`config.mk`:
```
export PLATFORM = sky130hd
export DESIGN_NAME = regfile_wr_arbiter_flat
export DESIGN_NICKNAME = d
export VERILOG_FILES = /design/src/rtl/regfile_wr_arbiter_if.sv /design/src/rtl/regfile_wr_arbiter.sv /design/src/flat_wrapper.sv
export SDC_FILE = /design/constraint.sdc
export NUM_CORES = 1
export LEC_CHECK = 0
export BUFFER_PORTS_ARGS = -buffer_cell sky130_fd_sc_hd__buf_4
export CAP_MARGIN = 30
export CORE_MARGIN = 2
export CORE_UTILIZATION = 44
export CTS_BUF_LIST = sky130_fd_sc_hd__clkbuf_4
export CTS_CLUSTER_SIZE = 16
export DETAILED_ROUTE_END_ITERATION = 10
export GPL_ROUTABILITY_DRIVEN = 0
export PLACE_DENSITY = 0.83
export SYNTH_ARGS = -nofsm -noshare
export SYNTH_HDL_FRONTEND = slang
export SYNTH_SLANG_ARGS = --single-unit
```
`constraint.sdc`:
```
create_clock -name clock -period 2.8 [get_ports clock]
set_clock_uncertainty 0.15 [all_clocks]
set_input_delay 0.28 -clock clock [delete_from_list [all_inputs] [get_ports clock]]
set_output_delay 0.28 -clock clock [all_outputs]
set_load 0.02 [all_outputs]
```
`src/rtl/regfile_wr_arbiter_if.sv`:
```
// Bus between the register-file write sources and the write-port arbiter.
//
// Signals
//   req      requester -> arbiter  NUM_REQ       write request per requester, level
//   req_addr requester -> arbiter  NUM_REQ*4     register address, requester i at [4i+3:4i]
//   req_data requester -> arbiter  NUM_REQ*DATA_W write data, requester i at [DATA_W*i +: DATA_W]
//   stall    requester -> arbiter  1             freeze arbitration while high
//   grant    arbiter -> requester  NUM_REQ       one-hot, one-cycle acceptance pulse
//   wr_sel   arbiter -> regfile    4             register select for the 4-to-16 decoder
//   wr_en    arbiter -> regfile    1             write strobe for the selected register
//   wr_data  arbiter -> regfile    DATA_W        data to write
//   busy     arbiter -> requester  1             some request is pending and not yet granted
//
// Modports: master is the requester/datapath side, slave is the arbiter.
interface regfile_wr_arbiter_if #(
    parameter int NUM_REQ = 4,
    parameter int DATA_W  = 32
);
    logic [NUM_REQ-1:0]        req;
    logic [NUM_REQ*4-1:0]      req_addr;
    logic [NUM_REQ*DATA_W-1:0] req_data;
    logic                      stall;
    logic [NUM_REQ-1:0]        grant;
    logic [3:0]                wr_sel;
    logic                      wr_en;
    logic [DATA_W-1:0]         wr_data;
    logic                      busy;

    modport master (
        output req, req_addr, req_data, stall,
        input  grant, wr_sel, wr_en, wr_data, busy
    );

    modport slave (
        input  req, req_addr, req_data, stall,
        output grant, wr_sel, wr_en, wr_data, busy
    );
endinterface

```
`src/rtl/regfile_wr_arbiter.sv`:
```
// Round-robin arbiter for the single register-file write port.
//
// Each cycle the arbiter picks one requester, starting the search at the
// round-robin pointer and wrapping modulo NUM_REQ, and issues its address and
// data to the register decoder on the next edge. A requester granted in the
// current cycle sits out the following arbitration, so a lone requester is
// served every other cycle while two or more share the port at one grant per
// cycle. Writes to R0 can be swallowed (grant issued, strobe suppressed).
//
// Ports
//   clock  in  rising-edge clock
//   clear  in  synchronous active-high reset
//   bus    slave modport of regfile_wr_arbiter_if (req/req_addr/req_data/stall
//          in; grant/wr_sel/wr_en/wr_data/busy out, all registered)
module regfile_wr_arbiter #(
    parameter int NUM_REQ    = 4,
    parameter int DATA_W     = 32,
    parameter bit PROTECT_R0 = 1'b1
) (
    input logic                 clock,
    input logic                 clear,
    regfile_wr_arbiter_if.slave bus
);
    localparam int PTR_W = (NUM_REQ > 1) ? $clog2(NUM_REQ) : 1;

    typedef enum logic [1:0] {
        IDLE    = 2'd0,
        ISSUE   = 2'd1,
        STALLED = 2'd2
    } state_t;

    state_t              state_q, state_d;
    logic [NUM_REQ-1:0]  grant_q, grant_d;
    logic [3:0]          wr_sel_q, wr_sel_d;
    logic                wr_en_q, wr_en_d;
    logic [DATA_W-1:0]   wr_data_q, wr_data_d;
    logic                busy_q, busy_d;
    logic [PTR_W-1:0]    rr_ptr_q, rr_ptr_d;

    logic [3:0]          addr_arr [NUM_REQ];
    logic [DATA_W-1:0]   data_arr [NUM_REQ];
    logic [NUM_REQ-1:0]  grant_mask;
    logic [NUM_REQ-1:0]  eligible;
    logic                any_req;
    logic                win_found;
    logic [PTR_W-1:0]    win_idx;
    logic [3:0]          win_addr;
    logic [DATA_W-1:0]   win_data;

    // Split the flat request buses into per-requester lanes.
    for (genvar g = 0; g < NUM_REQ; g++) begin : g_unpack
        assign addr_arr[g] = bus.req_addr[4*g +: 4];
        assign data_arr[g] = bus.req_data[DATA_W*g +: DATA_W];
    end

    // The requester holding this cycle's grant is excluded from the next pick,
    // which is what stops back-to-back grants to the same source.
    always_comb begin
        grant_mask = (state_q == ISSUE) ? grant_q : '0;
        eligible   = bus.req & ~grant_mask;
        any_req    = |bus.req;
    end

    // Rotating priority search starting at rr_ptr_q.
    always_comb begin
        int               idx;
        logic [PTR_W-1:0] idx_p;
        idx       = 0;
        idx_p     = '0;
        win_found = 1'b0;
        win_idx   = '0;
        for (int k = 0; k < NUM_REQ; k++) begin
            idx = int'(rr_ptr_q) + k;
            if (idx >= NUM_REQ) begin
                idx = idx - NUM_REQ;
            end
            idx_p = PTR_W'(idx);
            if (!win_found && eligible[idx_p]) begin
                win_found = 1'b1;
                win_idx   = idx_p;
            end
        end
        win_addr = addr_arr[win_idx];
        win_data = data_arr[win_idx];
    end

    // State register: every output and the pointer are flops.
    always_ff @(posedge clock) begin
        if (clear) begin
            state_q   <= IDLE;
            grant_q   <= '0;
            wr_sel_q  <= '0;
            wr_en_q   <= 1'b0;
            wr_data_q <= '0;
            busy_q    <= 1'b0;
            rr_ptr_q  <= '0;
        end else begin
            state_q   <= state_d;
            grant_q   <= grant_d;
            wr_sel_q  <= wr_sel_d;
            wr_en_q   <= wr_en_d;
            wr_data_q <= wr_data_d;
            busy_q    <= busy_d;
            rr_ptr_q  <= rr_ptr_d;
        end
    end

    // Next state. Stall takes priority over issuing; with no request at all
    // a stall simply leaves the arbiter idle.
    always_comb begin
        state_d = IDLE;
        if (bus.stall) begin
            if (any_req) begin
                state_d = STALLED;
            end
        end else if (win_found) begin
            state_d = ISSUE;
        end
    end

    // Outputs for the next cycle. Select and data hold when nothing issues so
    // the decoder inputs do not toggle needlessly.
    always_comb begin
        grant_d   = '0;
        wr_en_d   = 1'b0;
        wr_sel_d  = wr_sel_q;
        wr_data_d = wr_data_q;
        rr_ptr_d  = rr_ptr_q;
        busy_d    = |eligible;
        if (state_d == ISSUE) begin
            grant_d[win_idx] = 1'b1;
            wr_sel_d         = win_addr;
            wr_data_d        = win_data;
            // A protected R0 write is accepted (grant pulses) but never strobed.
            wr_en_d          = !(PROTECT_R0 && (win_addr == 4'd0));
            rr_ptr_d         = (int'(win_idx) == NUM_REQ - 1) ? '0 : win_idx + PTR_W'(1);
        end
    end

    assign bus.grant   = grant_q;
    assign bus.wr_sel  = wr_sel_q;
    assign bus.wr_en   = wr_en_q;
    assign bus.wr_data = wr_data_q;
    assign bus.busy    = busy_q;
endmodule

```
`src/flat_wrapper.sv`:
```
// flat-port wrapper written by rule: the top's interface ports become plain ports
module regfile_wr_arbiter_flat 
#(
    parameter int NUM_REQ    = 4,
    parameter int DATA_W     = 32,
    parameter bit PROTECT_R0 = 1'b1
)
  (clock, clear, bus_req, bus_req_addr, bus_req_data, bus_stall, bus_grant, bus_wr_sel, bus_wr_en, bus_wr_data, bus_busy);
  regfile_wr_arbiter_if #(.NUM_REQ(NUM_REQ), .DATA_W(DATA_W)) bus_i ();
  input logic clock;
  input logic clear;
  input wire logic [$bits(bus_i.req)-1:0] bus_req;
  input wire logic [$bits(bus_i.req_addr)-1:0] bus_req_addr;
  input wire logic [$bits(bus_i.req_data)-1:0] bus_req_data;
  input wire logic [$bits(bus_i.stall)-1:0] bus_stall;
  output wire logic [$bits(bus_i.grant)-1:0] bus_grant;
  output wire logic [$bits(bus_i.wr_sel)-1:0] bus_wr_sel;
  output wire logic [$bits(bus_i.wr_en)-1:0] bus_wr_en;
  output wire logic [$bits(bus_i.wr_data)-1:0] bus_wr_data;
  output wire logic [$bits(bus_i.busy)-1:0] bus_busy;
  assign bus_i.req = bus_req;
  assign bus_i.req_addr = bus_req_addr;
  assign bus_i.req_data = bus_req_data;
  assign bus_i.stall = bus_stall;
  assign bus_grant = bus_i.grant;
  assign bus_wr_sel = bus_i.wr_sel;
  assign bus_wr_en = bus_i.wr_en;
  assign bus_wr_data = bus_i.wr_data;
  assign bus_busy = bus_i.busy;
  regfile_wr_arbiter #(.NUM_REQ(NUM_REQ), .DATA_W(DATA_W), .PROTECT_R0(PROTECT_R0)) u_core (.clock(clock), .clear(clear), .bus(bus_i));
endmodule
```
# [Word-level counts from Yosys, hierarchy flattened]
# Cells that the tools add are included.
[op_classes] n_mux=33 magnitude_cmp=11 n_reduce_logical=12 n_eq_ne=3 bitwise_logic=4 add_sub_neg=8
[op_table] op="32-bit binary-select mux with 2-bit select" count=1
[op_table] op="32-bit two-way mux" count=2
[op_table] op="2-bit two-way mux" count=11
[op_table] op="2-bit by 3-bit less-than comparator with 1-bit output (second input constant)" count=5
[op_table] op="3-bit >= comparator (second input constant)" count=4
[op_table] op="4-bit two-way mux" count=3
[op_table] op="1-bit two-way mux" count=10
[op_table] op="1-bit binary-select mux with 2-bit select" count=4
[op_table] op="4-bit binary-select mux with 2-bit select" count=1
[op_table] op="4-bit OR reduction" count=2
[op_table] op="2-bit by 1-bit subtractor with 2-bit output (second input constant)" count=4
[op_table] op="2-bit by 2-bit adder with 3-bit output (second input constant)" count=2
[op_table] op="2-bit by 1-bit == test with 1-bit output (second input constant)" count=3
[op_table] op="4-bit AND" count=1
[op_table] op="1-bit logical AND" count=4
[op_table] op="1-bit logical NOT" count=4
[op_table] op="4-bit logical NOT" count=1
[op_table] op="4-bit inverter" count=1
[op_table] op="2-bit by 1-bit adder with 3-bit output (second input constant)" count=1
[op_table] op="2-bit by 3-bit >= comparator with 1-bit output (second input constant)" count=1
[op_table] op="2-bit inverter with 3-bit output" count=1
[op_table] op="2-bit by 1-bit adder with 2-bit output (second input constant)" count=1
[op_table] op="1-bit demux with 2-bit select" count=1
[op_table] op="2-bit by 1-bit >= comparator with 1-bit output (second input constant)" count=1
[op_table] op="other kinds (2)" count=2
[totals] reg_bits=46

# [Depth between registers and ports, before layout]
[depth] ltp_word=22 ltp_mapped=9

# [Least setup slack after synthesis]
# No wires, ideal clock.
[synth_path] path_kind="register to register" start="register u_core.grant_q[2], in the netlist u_core.bus.grant[2]" end="register u_core.grant_q[0], in the netlist u_core.bus.grant[0]" arrival_ns=1.777 period_less_slack_ns=2.042 stages_incl_launch_ff=10 t_required_ns=2.535 slack_ns=0.758 setup_ns=0.115 path_cell_list="dfxtp_1 > and3b_1 > o311ai_2 > a22oi_2 > and2_4 > buf_12 > inv_12 > buf_12 > ha_1 > and2_1"
[synth_between] elab_chain_len=20 word_cells_on_any_way=35
[synth_rtl] element="start, declared" line="regfile_wr_arbiter.sv:33" rtl="logic [NUM_REQ-1:0] grant_q, grant_d;"
[synth_rtl] element="start signal, assigned" line="regfile_wr_arbiter.sv:99" rtl="grant_q <= grant_d;"
[synth_rtl] element="4-bit two-way mux *" line="regfile_wr_arbiter.sv:59" rtl="grant_mask = (state_q == ISSUE) ? grant_q : '0;"
[synth_rtl] element="4-bit inverter *" line="regfile_wr_arbiter.sv:60" rtl="eligible = bus.req & ~grant_mask;"
[synth_rtl] element="4-bit AND *" line="regfile_wr_arbiter.sv:60"
[synth_rtl] element="branches (longest 17 deep; another with 1-bit binary-select mux with 2-bit select)"
# Every way passes the cells marked *. The select of a mux whose other input is x is not followed.
# A chain may end at the register's enable or synchronous reset.

# [Final worst setup path]
[layout_path] start="register u_core.state_q[1]" end="register u_core.wr_en_q, in the netlist u_core.bus.wr_en"
[layout_between] elab_chain_len=22 word_cells_on_any_way=37
[layout_rtl] element="start, declared" line="regfile_wr_arbiter.sv:32" rtl="state_t state_q, state_d;"
[layout_rtl] element="start signal, assigned" line="regfile_wr_arbiter.sv:98" rtl="state_q <= state_d;"
[layout_rtl] element="2-bit by 1-bit == test with 1-bit output *" line="regfile_wr_arbiter.sv:59"
[layout_rtl] element="4-bit two-way mux *" line="regfile_wr_arbiter.sv:59"
[layout_rtl] element="4-bit inverter *" line="regfile_wr_arbiter.sv:60"
[layout_rtl] element="4-bit AND *" line="regfile_wr_arbiter.sv:60"
[layout_rtl] element="1-bit binary-select mux with 2-bit select" line="regfile_wr_arbiter.sv:78" rtl="if (!win_found && eligible[idx_p]) begin"
[layout_rtl] element="1-bit two-way mux (implied by the code)" line="regfile_wr_arbiter.sv:78"
[layout_rtl] element="1-bit two-way mux" line="regfile_wr_arbiter.sv:78"
[layout_rtl] element="1-bit logical NOT" line="regfile_wr_arbiter.sv:78"
[layout_rtl] element="[... 5 more ...]"
[layout_rtl] element="1-bit logical NOT" line="regfile_wr_arbiter.sv:78"
[layout_rtl] element="1-bit logical AND" line="regfile_wr_arbiter.sv:78"
[layout_rtl] element="2-bit two-way mux" line="regfile_wr_arbiter.sv:78"
[layout_rtl] element="2-bit inverter with 3-bit output (implied by the code)" line="regfile_wr_arbiter.sv:83" rtl="win_addr = addr_arr[win_idx];"
[layout_rtl] element="4-bit binary-select mux with 2-bit select" line="regfile_wr_arbiter.sv:83"
[layout_rtl] element="4-bit two-way mux (implied by the code) (2 in series)" line="regfile_wr_arbiter.sv:83"
[layout_rtl] element="4-bit logical NOT" line="regfile_wr_arbiter.sv:135" rtl="wr_en_d = !(PROTECT_R0 && (win_addr == 4'd0));"
[layout_rtl] element="1-bit logical NOT" line="regfile_wr_arbiter.sv:135"
[layout_rtl] element="end signal, assigned" line="regfile_wr_arbiter.sv:101" rtl="wr_en_q <= wr_en_d;"
[layout_rtl] element="end, declared" line="regfile_wr_arbiter.sv:35" rtl="logic wr_en_q, wr_en_d;"
# Every way passes the cells marked *; elsewhere a longest branch is shown, timed or not. The select of a mux whose other input is x is not followed.

==> flow_metrics.env <==
export IMPL_min_period_ns=2.31
export IMPL_cp_required_ns=2.88
export IMPL_nFillCells=577
export IMPL_powerDensity_mw_per_mm2=418
export IMPL_first_global_vias=3263
export IMPL_fin_crit_sh_pct=82.5
export IMPL_dr_wl_met3_um=667
export IMPL_crit_path_start_kind="register"
export IMPL_slowest_stage="o21bai_2"
export IMPL_crit_fanout=17
export IMPL_crit_type="reg -> reg"
export IMPL_cp_end_kind="register"
export IMPL_hold_class="in -> reg"
export IMPL_die_w_um=86.7
export IMPL_wl_per_cell_um=16.0
export IMPL_synth_cells=350
export IMPL_io_pins=193
export IMPL_ctsHtreeMaxLevel=2
export IMPL_slowest_delay_ns=0.60
export IMPL_final_common_cell="buf_4"
export IMPL_cts_tree="done"
export IMPL_p_leak_nw=2.20
export IMPL_hold_depth=2
export IMPL_worstPathArrival_ns=2.39
export IMPL_vias=3285
export IMPL_firstDrtPassIters=4
export IMPL_max_freq_mhz=433
export IMPL_antenna_found_initial=0
export IMPL_timing_hold_ws_ns=0.0311
export IMPL_crit_chain="nand3b_1 -> a32oi_1 -> o21bai_2 -> mux2_2 -> o22ai_1 -> a41oi_1"
export IMPL_die_h_um=86.7
export IMPL_core_area_sq_mm=0.00672
export IMPL_ys_types=45
export IMPL_final_nets=684
export IMPL_hold_path_end="u_core.bus.wr_sel[0]"
export IMPL_syn_avg_cell_area_sq_um=8.60
export IMPL_status="completed"
export IMPL_rsz0062_at_grt="no"
export IMPL_mostFrequentLayoutCells="198 x buf_4, 46 x dfxtp_1, 40 x nand2_1, 35 x o211ai_1, 33 x and3_1"
export IMPL_syn_area_sq_mm=0.00301
export IMPL_drc=0
export IMPL_finalPower_w=0.00189
export IMPL_dp_hpwl_mm=7.58
export IMPL_topRoutingLayerUsed="met4"
export IMPL_setup_tns_ns=0
export IMPL_ant_nets=0
export IMPL_drv_cap=0
export IMPL_cts_buffers=5
export IMPL_grt_pass1_wl_mm=15.2
export IMPL_hold_buffers=0
export IMPL_initial_core_util_pct=44.8
export IMPL_reg2reg_slack_ns=0.49
export IMPL_ys_warn_count=0
export IMPL_relSlewSlack_pct=52.9
export IMPL_grt_usage_pct=25.5
export IMPL_synth_nets=505
export IMPL_met2_length_mm=5.02
export IMPL_r2r_cells=6
export IMPL_std_cell_rows=30
export IMPL_cts_setup_buffers=0
export IMPL_worstSkewPairLatency_ns=0.34
export IMPL_peakVddDrop_uv=197
export IMPL_cts_sinks=46
export IMPL_tightest_slew_ns=0.706
export IMPL_ys_ff_latch=46
export IMPL_drv_slew=0
export IMPL_viasPerCell=5.39
export IMPL_drtIter0Drc=121
export IMPL_syn_to_final_growth_pct=50.0
export IMPL_fp_dieArea_sq_mm=0.00752
export IMPL_cts_repair_resized=0
export IMPL_worstHoldStart="clear"
export IMPL_drt_wl_total_mm=9.73
export IMPL_hold_viol=0
export IMPL_finalSetupViolCount=0
export IMPL_io_buffers=192
export IMPL_clk_path_buf_depth=2
export IMPL_utilization_pct=67.2
export IMPL_drive_above_1_share_pct=42.3
export IMPL_wl_met1_mm=3.74
export IMPL_ys_seq_area_share_pct=30.6
export IMPL_worstReg2RegEnd="u_core.bus.wr_en"
export IMPL_grt_max_degree=43
export IMPL_clk_pin_slew_worst_paths_ns=0.13
export IMPL_r2r_start="u_core.state_q[1]"
export IMPL_root_buffer="clkbuf_4"
export IMPL_n_antenna_cell=0
export IMPL_grt_remaining_overflow=0
## layer usage
layer	track usage, %	vias to the layer above
met2	44.5	124
met3	6.48	21
li1	-	1647
met4	11.4	0
met1	29.3	1493
met5	0	-
## final cells by class
type                            count  area [sq um]  area share, %
Clock buffer                        7          52.6           1.16
Inverter                            9          46.3           1.03
Tap cell                           80           100           2.22
Multi-Input combinational cell    266          1850           40.9
Timing Repair Buffer              201          1550           34.3
Sequential cell                    46           921           20.4
## critical path: cells and delay by family (launching register included)
family             cells  cell delay, ns
AOI/OAI and AO/OA      4            1.03
muxes                  1            0.42
and+or+nand+nor        1            0.18
DFF                    1            0.42
## metrics by stage
| stage | worst slack (ns) | cells | area, sq um |
|---|---|---|---|
| after floorplan | 0.758 | 350 | 3010 |
| after global placement | 0.611 | 602 | 4460 |
| after detailed placement | 0.507 | 602 | 4460 |
| after CTS | 0.487 | 609 | 4510 |
| after global routing | 0.319 | 609 | 4510 |
| final | 0.490 | 609 | 4510 |
## power breakdown
| group | switching, W | internal [W] | leakage (nW) |
|---|---|---|---|
| clock network | 0.000200 | 0.000115 | 0.0322 |
| registers | 0.0000444 | 0.000726 | 0.379 |
| logic | 0.000399 | 0.000402 | 1.79 |
## cell families after synthesis
| group | after synthesis | synth area share [%] |
|---|---|---|
| AO/OA/AOI/OAI | 124 | 29.4 |
| AND/OR/NAND/NOR | 102 | 18.0 |
| flip-flops | 46 | 30.6 |
| buffers and inverters | 38 | 8.11 |
| multiplexers | 36 | 12.1 |
| adder cells (fa/ha/maj) | 4 | 1.66 |
## worst max path at each step
| stage | from | endpoint | depth (start not counted) | slack (ns) |
|---|---|---|---|---|
| 2_1_floorplan | u_core.bus.grant[2] | u_core.bus.grant[0] | 9 | 0.76 |
| 3_3_place_gp | u_core.state_q[1] | u_core.bus.wr_en | 6 | 0.61 |
| 3_5_place_dp | u_core.state_q[1] | u_core.bus.wr_data[15] | 6 | 0.51 |
| 4_1_cts | u_core.state_q[1] | u_core.bus.wr_data[15] | 6 | 0.49 |
| 5_1_grt | u_core.state_q[1] | u_core.bus.wr_data[15] | 6 | 0.32 |
| 6_report | u_core.state_q[1] | u_core.bus.wr_en | 6 | 0.49 |
## Yosys cell counts (all sizes together)
cell / count / share of area (%)
nand3: 2 / 0.33
and3: 33 / 6.9
o221ai: 4 / 1.2
clkbuf: 12 / 1.5
o211ai: 36 / 9.1
nor2b: 2 / 0.50
nor2: 3 / 0.37
and3b: 1 / 0.29
and2: 9 / 2.0
mux2: 4 / 1.5
o21bai: 1 / 0.37
nor4: 1 / 0.21
nand2b: 1 / 0.21
o311ai: 1 / 0.54
nor3: 2 / 0.33
and4b: 1 / 0.33
a22oi: 2 / 0.83
nand3b: 4 / 1.0
ha: 4 / 1.7
a21o: 1 / 0.25
o21ai: 32 / 5.3
a32oi: 1 / 0.29
a311oi: 1 / 0.87
a31oi: 2 / 0.42
nand2: 42 / 5.4
a21boi: 32 / 8.0
mux2i: 32 / 11
a21oi: 5 / 0.83
o22ai: 4 / 0.83
buf: 17 / 5.0
nor3b: 1 / 0.25
dfxtp: 46 / 31
inv: 9 / 1.5
a41oi: 1 / 0.29
a31o: 1 / 0.29
## registers in the layout (all words and copies together) (netlist names)
signal,count
u_core.bus.grant,4
u_core.state_q,2
u_core.bus.wr_data,32
u_core.bus.wr_sel,4
u_core.bus.busy,1
u_core.rr_ptr_q,2
u_core.bus.wr_en,1
(Power assumes the default switching activity.)
